<file path="config.mk">
export PLATFORM = sky130hd
export DESIGN_NAME = mmio_button_hub
export DESIGN_NICKNAME = d
export VERILOG_FILES = /design/src/rtl/mmio_button_hub.sv
export SDC_FILE = /design/constraint.sdc
export NUM_CORES = 1
export LEC_CHECK = 0
export CORE_MARGIN = 4
export CORE_UTILIZATION = 40
export DETAILED_ROUTE_END_ITERATION = 6
export HOLD_SLACK_MARGIN = 0.1
export PLACE_DENSITY = 0.73
export SLEW_MARGIN = 30
export SYNTH_ARGS = -nofsm -noshare
export SYNTH_HDL_FRONTEND = slang
export SYNTH_SLANG_ARGS = --single-unit
</file>
<file path="constraint.sdc">
create_clock -name clock -period 1.7 [get_ports clock]
set_clock_uncertainty 0.1 [all_clocks]
set_input_delay 0.34 -clock clock [delete_from_list [all_inputs] [get_ports clock]]
set_output_delay 0.34 -clock clock [all_outputs]
set_load 0.005 [all_outputs]
</file>
<file path="src/rtl/mmio_button_hub.sv">
// ----------------------------------------------------------------------------
// mmio_button_hub: debounced sticky button flags and output register on dmem
// Rev 1.0
// ----------------------------------------------------------------------------
`default_nettype none

module mmio_button_hub #(
  parameter int NUM_BTN         = 5,
  parameter int DEBOUNCE_CYCLES = 16,
  parameter int BTN_BASE        = 3000,
  parameter int BTN_STRIDE      = 1000,
  parameter int STATUS_ADDR     = 1000,
  parameter int OUT_ADDR        = 2000,
  parameter int CLEAR_ON_READ   = 1
) (
  input  logic               clock,
  input  logic               reset,
  input  logic [NUM_BTN-1:0] btn_raw,
  input  logic [31:0]        address_dmem,
  input  logic               wren,
  input  logic [31:0]        data,
  input  logic [31:0]        ram_q,
  output logic [31:0]        q_dmem,
  output logic [31:0]        out_data,
  output logic               out_valid,
  output logic [NUM_BTN-1:0] btn_level,
  output logic               btn_pending
);

  localparam int             CW       = $clog2(DEBOUNCE_CYCLES + 1);
  localparam logic [CW-1:0]  CNT_LAST = CW'(DEBOUNCE_CYCLES - 1);

  logic [NUM_BTN-1:0] sync1_q, sync2_q;
  logic [NUM_BTN-1:0] level_q, level_d;
  logic [NUM_BTN-1:0] flag_q, flag_d;
  logic [CW-1:0]      cnt_q [NUM_BTN];
  logic [CW-1:0]      cnt_d [NUM_BTN];
  logic [31:0]        q_dmem_q, q_dmem_d;
  logic [31:0]        out_data_q, out_data_d;
  logic               out_valid_q, out_valid_d;
  logic [NUM_BTN-1:0] ch_hit, rise, clr;
  logic               status_hit, out_hit;

  always_comb begin
    for (int i = 0; i < NUM_BTN; i++) begin
      ch_hit[i] = (address_dmem == 32'(BTN_BASE + i * BTN_STRIDE));
    end
    status_hit = (address_dmem == 32'(STATUS_ADDR));
    out_hit    = (address_dmem == 32'(OUT_ADDR));
  end

  // The toggle lands on the edge that would bring the count to DEBOUNCE_CYCLES.
  always_comb begin
    for (int i = 0; i < NUM_BTN; i++) begin
      level_d[i] = level_q[i];
      cnt_d[i]   = '0;
      if (sync2_q[i] != level_q[i]) begin
        if (cnt_q[i] == CNT_LAST) begin
          level_d[i] = ~level_q[i];
        end else begin
          cnt_d[i] = cnt_q[i] + 1'b1;
        end
      end
    end
  end

  always_comb begin
    rise = level_d & ~level_q;
    clr  = '0;
    if (wren && data[0]) begin
      clr = ch_hit;
    end else if (!wren && (CLEAR_ON_READ != 0)) begin
      clr = ch_hit;
    end
    // A press on the same edge as a clear must survive.
    flag_d = (flag_q & ~clr) | rise;
  end

  always_comb begin
    q_dmem_d    = q_dmem_q;
    out_data_d  = out_data_q;
    out_valid_d = 1'b0;
    if (wren) begin
      if (out_hit) begin
        out_data_d  = data;
        out_valid_d = 1'b1;
      end
    end else begin
      q_dmem_d = ram_q;
      if (status_hit) begin
        q_dmem_d              = '0;
        q_dmem_d[NUM_BTN-1:0] = level_q;
      end
      for (int i = 0; i < NUM_BTN; i++) begin
        if (ch_hit[i]) begin
          q_dmem_d = {31'b0, flag_q[i]};
        end
      end
    end
  end

  always_ff @(posedge clock or negedge reset) begin
    if (!reset) begin
      sync1_q     <= '0;
      sync2_q     <= '0;
      level_q     <= '0;
      flag_q      <= '0;
      q_dmem_q    <= '0;
      out_data_q  <= '0;
      out_valid_q <= 1'b0;
      for (int i = 0; i < NUM_BTN; i++) begin
        cnt_q[i] <= '0;
      end
    end else begin
      sync1_q     <= btn_raw;
      sync2_q     <= sync1_q;
      level_q     <= level_d;
      flag_q      <= flag_d;
      q_dmem_q    <= q_dmem_d;
      out_data_q  <= out_data_d;
      out_valid_q <= out_valid_d;
      for (int i = 0; i < NUM_BTN; i++) begin
        cnt_q[i] <= cnt_d[i];
      end
    end
  end

  assign q_dmem      = q_dmem_q;
  assign out_data    = out_data_q;
  assign out_valid   = out_valid_q;
  assign btn_level   = level_q;
  assign btn_pending = |flag_q;

endmodule

`default_nettype wire

</file>
### Yosys cells after proc, flatten, opt, wreduce, memory -nomap -nowiden

Cells that the tools add are included.

* bits in registers: 110
* bits of input ports: 104
* output and inout port bits: 71
* word-level logic and storage cells: 77

* $add $sub $neg: 5
* equal/unequal tests: 17
* mux-type cells: 30
* bitwise logic cells: 10
* reductions and logical operators: 3

Operator list (count)
* $mux W32: 6
* $eq A32 B13 Y1 const B: 3
* $eq A32 B12 Y1 const B: 2
* $mux W5: 12
* $eq A32 B10 Y1 const B: 1
* $eq A32 B11 Y1 const B: 1
* $add A5 B1 Y5 const B: 5
* $eq A5 B4 Y1 const B: 5
* $mux W1: 12
* $and A5 B5 Y5: 2
* $not A5 Y5: 2
* $ne A1 B1 Y1: 5
* $not A1 Y1: 5
* $or A5 B5 Y5: 1
* $reduce_or A5 Y1: 1
* $reduce_and A2 Y1: 1
* $logic_and A1 B1 Y1: 1

### Logic depth before layout (Yosys ltp)

Gate-level depths: netlist of run 1.

* depth after elaboration: 7
* depth in mapped cells: 7
* depth with buffers taken out: 6

### Worst setup path after synthesis of run 1

Ideal clock, no wire load.

* path type: input-to-reg
* start point: input address_dmem[25]
* end point: register out_data_q[10] (netlist: out_data[10])
* data arrival time: 1830 ps
* setup slack: -355 ps
* stages: 6
* buffers on the path: 1
* cells stage by stage: nor4_2 > and4_2 > nand2_4 > nor3_4 > buf_6 > mux2_2

* longest elaborated chain between the ends: 2

RTL lines
* start, declared: RTL line 19 `input logic [31:0] address_dmem,`
* $eq A32 B11 Y1: RTL line 49 `out_hit = (address_dmem == 32'(OUT_ADDR));`
* $reduce_and A2 Y1 (no source line)
* end signal, assigned: RTL line 120 `out_data_q <= out_data_d;`
* end, declared: RTL line 39 `logic [31:0] out_data_q, out_data_d;`

Every way passes these cells.
A chain may end at the register's enable or synchronous reset.

### Final worst setup path of run 1

* start point: input address_dmem[2]
* end point: register out_data_q[24] (netlist: out_data[24])

The elaborated chain is that of the path after synthesis.

==> results of run 1 <==
[metrics by stage]
stage	cells	TNS (ns)	cell area, sq um	total power [uW]	utilization
4_1_cts	752	-10.86	7680	5760	0.670
3_3_place_gp	703	-67.88	6880	3530	0.600
6_report	767	-17.78	7970	5720	0.695
5_1_grt	767	-20.32	7970	5970	0.695
2_1_floorplan	365	-14.21	4780	3030	-
3_5_place_dp	704	-65.11	6890	3560	0.601
[area by class of cell]
type | count | share of cell area
Tap cell | 143 | 0.0224
Sequential cell | 110 | 0.345
Inverter | 12 | 0.00565
Clock inverter | 5 | 0.00800
Clock buffer | 11 | 0.0304
Timing Repair Buffer | 252 | 0.316
Multi-Input combinational cell | 234 | 0.272
[power by group]
| part | switching, uW | internal, uW | total, uW |
|---|---|---|---|
| logic | 290 | 492 | 781 |
| clock network | 949 | 1200 | 2150 |
| registers | 68.9 | 2720 | 2790 |
| total | 1310 | 4410 | 5720 |
[cell usage after synthesis, types with 5 or more instances]
cell type / instances
nand2_1: 14
and2_1: 5
mux2_2: 12
a22o_1: 10
and3_1: 6
a22o_2: 17
dfrtp_1: 110
ha_1: 5
inv_1: 12
xor2_1: 15
o21ai_0: 16
nor4_1: 5
mux2_1: 21
buf_6: 5
nor2_1: 27
nand3_1: 16
[routing by layer]
metal  up-vias  GRT usage  part of all wire
met5         -          0                 0
met3        30     0.0523             0.083
li1       1832          -                 -
met2       166      0.327              0.49
met1      1992      0.261              0.40
met4         0     0.0688             0.023
[registers in the layout, summed over array words and instances, names as in the netlist]
name / count
out_data: 32
sync2_q: 5
out_valid: 1
btn_level: 5
cnt_q: 25
sync1_q: 5
q_dmem: 32
flag_q: 5
[repair_timing]
item	in CTS	in global routing
pin swaps	31	25
gates cloned	5	2
setup endpoints to repair	76	97
endpoints found under the hold margin	110	0
gates resized for setup	162	56
buffers inserted	28	17
hold buffers	1	0
[worst min path at each step]
stage / to / cells past startpoint / from / slack, ns
finish: out_valid$_DFF_PN0_ / 4 / address_dmem[24] / 0.20
global route: out_valid$_DFF_PN0_ / 4 / address_dmem[24] / 0.21
global placement: out_valid$_DFF_PN0_ / 1 / reset / 0.05
CTS: out_valid$_DFF_PN0_ / 4 / address_dmem[16] / 0.19
detailed placement: flag_q[0]$_DFF_PN0_ / 1 / reset / 0.05
floorplan: btn_level[0]$_DFF_PN0_ / 0 / reset / -0.06
[cells by family after synthesis]
logic type,after synthesis,share of synthesized area
muxes,37,0.0874
and+or+nand+nor,116,0.151
xor gates and xnor gates,15,0.0279
AOI/OAI and AO/OA,60,0.107
buffers and inverters,22,0.0292
DFF,110,0.584
adders and majority gates,5,0.0133
[worst min-delay path, cell delays in order]
cell and delay, ns:
buf_6 0.07, nor4_4 0.04, nand4_1 0.09, nor3_1 0.07
==> reports/metrics.csv, run 1 <==
stage;metric;value;unit
synthesis;netlist_area;4710;sq um
setup_path;cp_num_cells;10;
synthesis;synth_top_area_cell;dfrtp_1;
worst_hold_path;hold_path.class;in -> reg;
drt;wl_per_cell;18.6;um
die;rows;39;
synthesis;ys_top_cells_by_area;dfrtp_1 58%, mux2_1 5.0%, a22o_2 3.6%;
finish;layout-drive-gt1-share;0.338;
setup_path;startpoint_type;input port;
cts;cts.clk_slew.worst_paths;0.07;ns
setup_path;path_delay_family;simple AND/OR/NAND/NOR gates;
grt;grt_pass1_vias;4195;
timing;setup_viol;68;
finish;antennaDiodeCount;0;
timing;final.min_clock_period;2.08;ns
drt;ant_nets;0;
power_and_ir_drop;leakage;0.00408;uW
synthesis;synthesis.nets;474;
placement;place.gp.congestion;0.921;
die;io_pins;175;
cts;cts_tree;yes;
setup_path;rrSetupSlack;0.11;ns
drt;routed_wirelength;14.3;mm
synthesis;ys_types;61;
setup_path;cpPeakStageDelay;0.30;ns
timing;fin_ws;-0.378;ns
timing;slew_violations;0;
cts;h-tree-depth;3;
drt;viasPerCell;5.24;
timing;max_freq;481;MHz
cts;clk_latency;0.35;ns
die;die_h;117;um
timing;worstMarginPinSlew;0.507;ns
setup_path;required;1.83;ns
grt;grt_pass1_wl;21.2;mm
setup_path;path_max_fanout;8;
grt;antenna_found_initial;0;
drt;first_pass_iters;4;
setup_path;critPathBufInv;5;
drt;vias;4020;
synthesis;ys_seq_area_frac;0.584;
outcome;outcome;complete, but fails checks;
cts;max-clock-path-buffers;2;
synthesis;synth_ff_type;dfrtp_1;
synthesis;netlist_instances;365;
drt;drt_first_iter_violations;210;
timing;whs;0.202;ns
setup_path;crit_chain;buf_6 > nand4b_1 > buf_4 > nor3_4 > nand3_2 > nor3_4 > buf_12 > buf_12 > buf_16 > mux2_4;
flow_run;maxCapViolCount;0;
cts;cts_made_buffers;9;
placement;place_ws;-1.05;ns
die;die_w;117;um
timing;hold_violations;0;
synthesis;synth_edf_count;0;
setup_path;crit_path_top_delay_cell;mux2_4;
synthesis;syn_area_per_cell;12.9;sq um
placement;port_buffers;174;
timing;rsz0062_at_grt;yes;
cts;cts-root-buf;clkbuf_16;
setup_path;critPathLaunch;address_dmem[2];
timing;max_slew_margin;0.662;
finish;multi_input_area;2170;sq um
setup_path;rr_startpoint;flag_q[2]$_DFF_PN0_;
drt;drc_errors;0;
synthesis;synth-seq-cells;110;
timing;post-route-period-util;1.22;
outcome;violations;setup timing;
die;start_util;0.411;
synthesis;async_flop_share;1.00;
setup_path;cp-end-kind;register;
placement;dp_hpwl;9.14;mm
synthesis;synth_top_area_frac;0.584;
finish;syn_to_final_growth;69.2;%
finish;layout_common_cells;110 x dfrtp_1, 110 x clkdlybuf4s50_1, 52 x buf_4;
finish;fin_nets;728;
grt;overflow;0;
finish;nFillCells;792;
power_and_ir_drop;vdd_drop_max;752;uV
die;die-area;13600;sq um
setup_path;cp.arrival;2.21;ns
synthesis;yosysWarnings;0;
grt;grt_max_degree;65;
grt;track_usage;0.201;
setup_path;criticalPathCategory;in -> reg;
die;core-area;11500;sq um
setup_path;cp-endpoint;out_data[24]$_DFFE_PN0P_;
setup_path;rr_worst_depth;5;
setup_path;timing.rr.end;q_dmem[0]$_DFFE_PN0N_;
finish;regArea;2750;sq um
power_and_ir_drop;power_density;717;nW/um^2
cts;cts.sinks;110;
Power figures use the tool's default switching activity.
==> run 2, diff against run 1 <==
Settings changed: CORE_ASPECT_RATIO set to 0.5.
==> reports/metrics.csv, run 2 (synthesized netlist as in run 1, its figures left out) <==
stage;metric;value;unit;change
die;io_pins;175;;unchanged
timing;worstMarginPinSlew;0.467;ns;was 0.507 ns
placement;dp_hpwl;9.14;mm;about the same
placement;dpl_cell_area;6950;sq um;was 6890 sq um
power_and_ir_drop;leakage;0.00386;uW;was 0.00408 uW
timing;slew_violations;0;;unchanged
flow_run;maxCapViolCount;0;;unchanged
grt;track_usage;0.195;;was 0.201
timing;rsz0062_at_grt;yes;;unchanged
cts;cts.clk_slew.worst_paths;0.07;ns;about the same
setup_path;startpoint_type;input port;;unchanged
timing;max_slew_margin;0.686;;was 0.662
power_and_ir_drop;power_density;715;nW/um^2;was 717 nW/um^2
timing;final.min_clock_period;1.96;ns;was 2.08 ns
timing;whs;0.241;ns;was 0.202 ns
cts;cts-root-buf;clkbuf_16;;unchanged
drt;first_pass_iters;4;;unchanged
die;core-area;11200;sq um;was 11,500 sq um
drt;drt_first_iter_violations;180;;was 210
placement;placedCellCount;724;;was 704
placement;place_ws;-1.07;ns;was -1.05 ns
cts;cts.sinks;110;;unchanged
finish;antennaDiodeCount;0;;unchanged
finish;fin_area;7750;sq um;was 7970 sq um
setup_path;rr_worst_depth;6;;was 5
worst_hold_path;holdPathStages;0;;was 4
placement;port_buffers;174;;unchanged
power_and_ir_drop;vdd_drop_max;523;uV;was 752 uV
grt;antenna_found_initial;0;;unchanged
grt;grt_max_degree;31;;was 65
outcome;outcome;complete, but fails checks;;unchanged
finish;final_common_cell;clkdlybuf4s50_1;;
cts;h-tree-depth;3;;unchanged
cts;cts_made_buffers;9;;unchanged
cts;cts_tree;yes;;unchanged
grt;grt_pass1_vias;4315;;was 4,195
die;die_w;161;um;was 117 um
cts;max-clock-path-buffers;2;;unchanged
drt;drc_errors;0;;unchanged
setup_path;cp.arrival;2.09;ns;was 2.21 ns
drt;routed_wirelength;13.1;mm;was 14.3 mm
drt;ant_nets;0;;unchanged
placement;place.gp.congestion;0.937;;was 0.921
grt;overflow;0;;unchanged
setup_path;criticalPathCategory;in -> reg;;unchanged
finish;final_core_util;0.689;;was 0.695
worst_hold_path;hold_path.class;reg -> reg;;was in -> reg
setup_path;required;1.83;ns;about the same
die;rows;27;;was 39
finish;fin_nets;714;;was 728
die;die-area;13700;sq um;was 13,600 sq um
finish;nFillCells;820;;was 792
setup_path;path_max_fanout;9;;was 8
timing;max_freq;511;MHz;was 481 MHz
drt;wl_per_cell;17.1;um;was 18.6 um
finish;layout_common_cells;120 x clkdlybuf4s50_1, 110 x dfrtp_1, 47 x buf_4;;was 110 x dfrtp_1, 110 x clkdlybuf4s50_1, 52 x buf_4
timing;fin_ws;-0.256;ns;was -0.378 ns
die;die_h;84.7;um;was 117 um
drt;viasPerCell;5.00;;was 5.24
cts;clk_latency;0.34;ns;was 0.35 ns
grt;grt_pass1_wl;21.4;mm;was 21.2 mm
finish;final_cells;769;;was 767
outcome;violations;setup timing;;unchanged
drt;vias;3844;;was 4,020
setup_path;cp-end-kind;register;;unchanged
finish;syn_to_final_growth;64.6;%;was 69.2%
timing;post-route-period-util;1.15;;was 1.22
die;start_util;0.419;;was 0.411
timing;setup_viol;69;;was 68
timing;hold_violations;0;;unchanged
finish;layout-drive-gt1-share;0.316;;was 0.338
run 2: per-stage QoR:
| stage | power (uW) | setup TNS, ns |
|---|---|---|
| after floorplan | 3030 | -14.21 |
| after global placement | 3540 | -69.42 |
| after detailed placement | 3560 | -65.89 |
| after CTS | 5590 | -9.74 |
| after global routing | 5780 | -13.07 |
| final | 5540 | -11.03 |
run 2: worst max-delay path, stage by stage:
cell	delay (ns)
buf_6	0.09
buf_6	0.11
or3b_4	0.38
or3_4	0.36
o2111ai_4	0.24
a221oi_4	0.06
buf_12	0.16
buf_4	0.15
a22o_2	0.20
run 2: cell type report:
cell class	count	area, sq um	area share
inverter	12	45.0	0.00581
multi-input combinational	233	2100	0.271
timing repair buffer	239	2370	0.306
tap	159	199	0.0257
clock buffer	10	229	0.0295
clock inverter	6	57.6	0.00742
sequential	110	2750	0.355
run 2: final timing paths:
path | from | endpoint | slack [ns]
worst max register to register | flag_q[2]$_DFF_PN0_ | q_dmem[0]$_DFFE_PN0N_ | -0.01
worst min-delay path | sync1_q[0]$_DFF_PN0_ | sync2_q[0]$_DFF_PN0_ | 0.24
worst min register to register | sync1_q[0]$_DFF_PN0_ | sync2_q[0]$_DFF_PN0_ | 0.24
max in group asynchronous | reset | out_data[27]$_DFFE_PN0P_ | 0.65
worst max-delay path | address_dmem[6] | q_dmem[16]$_DFFE_PN0N_ | -0.26
min in group asynchronous | reset | q_dmem[16]$_DFFE_PN0N_ | 0.37
run 2: repair_timing:
action,CTS,global route
endpoints found under the hold margin,25,0
endpoints found under the setup margin,75,89
pin swaps,36,19
gates cloned,5,1
resized for setup,157,39
buffers inserted,19,4
hold buffers,1,0
run 2: where the power goes:
part / total, uW / internal (uW) / switching, uW
Sequential: 2790 / 2720 / 66.0
Combinational: 756 / 479 / 277
Clock: 2000 / 1020 / 976
Total: 5540 / 4220 / 1320
run 2: layer usage:
layer  routed length, um  vias to the layer above  track usage
li1                    -                     1812            -
met1                5590                     1899        0.246
met2                6610                      109        0.337
met3                 686                       24       0.0476
met4                 261                        0       0.0580
met5                   0                        -            0
==> run 3, diff against run 2 <==
Settings changed: CORE_UTILIZATION 40 to 44, PLACE_DENSITY 0.73 to 0.77.
==> reports/metrics.csv, run 3 (synthesized netlist as in run 1, its figures left out) <==
stage;metric;value;unit;change
power_and_ir_drop;leakage;0.00402;uW;was 0.00386 uW
drt;first_pass_iters;5;;was 4
grt;overflow;0;;unchanged
grt;antenna_found_initial;0;;unchanged
setup_path;rrSetupSlack;0.04;ns;was -0.01 ns
setup_path;critPathBufInv;5;;was 4
die;io_pins;175;;unchanged
timing;max_freq;518;MHz;was 511 MHz
finish;syn_to_final_growth;66.9;%;was 64.6%
die;core-area;10300;sq um;was 11,200 sq um
timing;worstMarginPinSlew;0.396;ns;was 0.467 ns
outcome;violations;setup timing;;unchanged
finish;layout-drive-gt1-share;0.323;;was 0.316
timing;fin_ws;-0.231;ns;was -0.256 ns
die;start_util;0.457;;was 0.419
setup_path;cp-end-kind;register;;unchanged
finish;final_core_util;0.762;;was 0.689
finish;layout_common_cells;109 x dfrtp_1, 106 x clkdlybuf4s50_1, 44 x buf_4;;was 120 x clkdlybuf4s50_1, 110 x dfrtp_1, 47 x buf_4
drt;viasPerCell;5.11;;was 5.00
setup_path;cpPeakStageDelay;0.53;ns;was 0.38 ns
grt;grt_pass1_wl;20.9;mm;was 21.4 mm
timing;setup_viol;67;;was 69
setup_path;crit_chain;buf_6 > buf_6 > buf_6 > or2b_1 > or4_4 > nand2_4 > a221oi_4 > buf_12 > buf_16 > a22o_2;;was buf_6 > buf_6 > or3b_4 > or3_4 > o2111ai_4 > a221oi_4 > buf_12 > buf_4 > a22o_2
setup_path;rr_worst_depth;6;;unchanged
timing;slew_violations;0;;unchanged
drt;drt_first_iter_violations;159;;was 180
finish;fin_nets;717;;was 714
cts;clk_latency;0.35;ns;was 0.34 ns
drt;routed_wirelength;13.3;mm;was 13.1 mm
setup_path;path_delay_family;simple AND/OR/NAND/NOR gates;;unchanged
placement;dp_hpwl;8.79;mm;was 9.14 mm
flow_run;maxCapViolCount;0;;unchanged
die;die_h;81.2;um;was 84.7 um
grt;grt_max_degree;41;;was 31
die;die_w;154;um;was 161 um
cts;cts.clk_slew.worst_paths;0.07;ns;about the same
finish;final_common_cell;dfrtp_1;;was clkdlybuf4s50_1
placement;placedCellCount;699;;was 724
worst_hold_path;hold_path.class;in -> reg;;was reg -> reg
worst_hold_path;worstHoldEndpoint;out_valid$_DFF_PN0_;;was sync2_q[0]$_DFF_PN0_
drt;ant_nets;0;;unchanged
setup_path;rr_startpoint;flag_q[2]$_DFF_PN0_;;unchanged
die;rows;26;;was 27
cts;cts-root-buf;clkbuf_16;;unchanged
placement;place.gp.congestion;0.914;;was 0.937
cts;max-clock-path-buffers;2;;unchanged
grt;track_usage;0.211;;was 0.195
worst_hold_path;holdPathStages;4;;was 0
timing;rsz0062_at_grt;yes;;unchanged
outcome;outcome;complete, but fails checks;;unchanged
drt;drc_errors;0;;unchanged
setup_path;path_max_fanout;8;;was 9
setup_path;cp.arrival;2.07;ns;was 2.09 ns
timing;hold_violations;0;;unchanged
setup_path;required;1.84;ns;was 1.83 ns
setup_path;timing.rr.end;q_dmem[0]$_DFFE_PN0N_;;unchanged
timing;post-route-period-util;1.14;;was 1.15
cts;h-tree-depth;3;;unchanged
drt;wl_per_cell;17.6;um;was 17.1 um
placement;port_buffers;174;;unchanged
power_and_ir_drop;vdd_drop_max;541;uV;was 523 uV
drt;vias;3846;;was 3,844
cts;cts.sinks;110;;unchanged
cts;cts_made_buffers;9;;unchanged
finish;antennaDiodeCount;0;;unchanged
cts;cts_tree;yes;;unchanged
die;die-area;12500;sq um;was 13,700 sq um
worst_hold_path;hold_start;address_dmem[16];;was sync1_q[0]$_DFF_PN0_
timing;final.min_clock_period;1.93;ns;was 1.96 ns
setup_path;criticalPathCategory;in -> reg;;unchanged
setup_path;crit_path_frequent_cell;buf_6;;unchanged
finish;final_cells;753;;was 769
setup_path;startpoint_type;input port;;unchanged
setup_path;crit_path_top_delay_cell;or4_4;;was or3b_4
grt;grt_pass1_vias;4099;;was 4,315
timing;max_slew_margin;0.733;;was 0.686
power_and_ir_drop;power_density;728;nW/um^2;was 715 nW/um^2
-- run 3: power breakdown --
group	leakage (uW)	total (uW)	internal, uW	switching, uW
clock	0.000150	2150	1170	980
combinational	0.00243	777	493	284
sequential	0.00144	2790	2720	70.5
-- run 3: what timing repair did --
action / CTS / global route
pin swaps: 28 / 19
hold endpoints to repair: 23 / 0
hold buffers: 1 / 0
endpoints found under the setup margin: 79 / 99
gates resized for setup: 155 / 62
setup buffers: 22 / 15
gates cloned: 5 / 0
-- run 3: area by class of cell --
type,count,area [sq um]
clock buffer,10,229
clock inverter,6,76.3
fill,611,2450
inverter,12,45.0
multi-input combinational,233,2140
sequential,110,2750
tap,140,175
timing repair buffer,242,2450
-- run 3: per-layer routing --
layer / share of wire / track usage
met5: 0 / 0
met4: 0.016 / 0.0467
met3: 0.059 / 0.0644
met2: 0.51 / 0.371
met1: 0.42 / 0.260
-- run 3: worst min-delay path, cell delays in order --
cell and delay [ns]:
buf_2 0.09, nor2_1 0.04, nand3_1 0.08, nor3_1 0.07
-- run 3: metrics by stage --
step / hold WS (ns) / total power [uW] / setup TNS (ns) / setup slack (ns) / instance area [sq um]
after floorplan: -0.0556 / 3030 / -14.21 / -0.263 / 4780
after global placement: 0.176 / 3540 / -68.95 / -1.13 / 6860
after detailed placement: 0.176 / 3560 / -65.25 / -1.05 / 6870
after CTS: 0.210 / 5750 / -11.60 / -0.340 / 7680
after global routing: 0.235 / 5970 / -11.98 / -0.248 / 7860
final: 0.221 / 5720 / -10.04 / -0.231 / 7860
-- run 3: worst max path at each step --
stage / startpoint / end / slack (ns) / cells after the start
2_1_floorplan: address_dmem[6] / q_dmem[16]$_DFFE_PN0N_ / -0.26 / 6
3_3_place_gp: address_dmem[2] / q_dmem[19]$_DFFE_PN0N_ / -1.13 / 7
3_5_place_dp: address_dmem[11] / out_data[8]$_DFFE_PN0P_ / -1.05 / 7
4_1_cts: flag_q[2]$_DFF_PN0_ / btn_pending / -0.34 / 3
5_1_grt: address_dmem[6] / q_dmem[19]$_DFFE_PN0N_ / -0.25 / 10
6_report: address_dmem[6] / q_dmem[19]$_DFFE_PN0N_ / -0.23 / 10
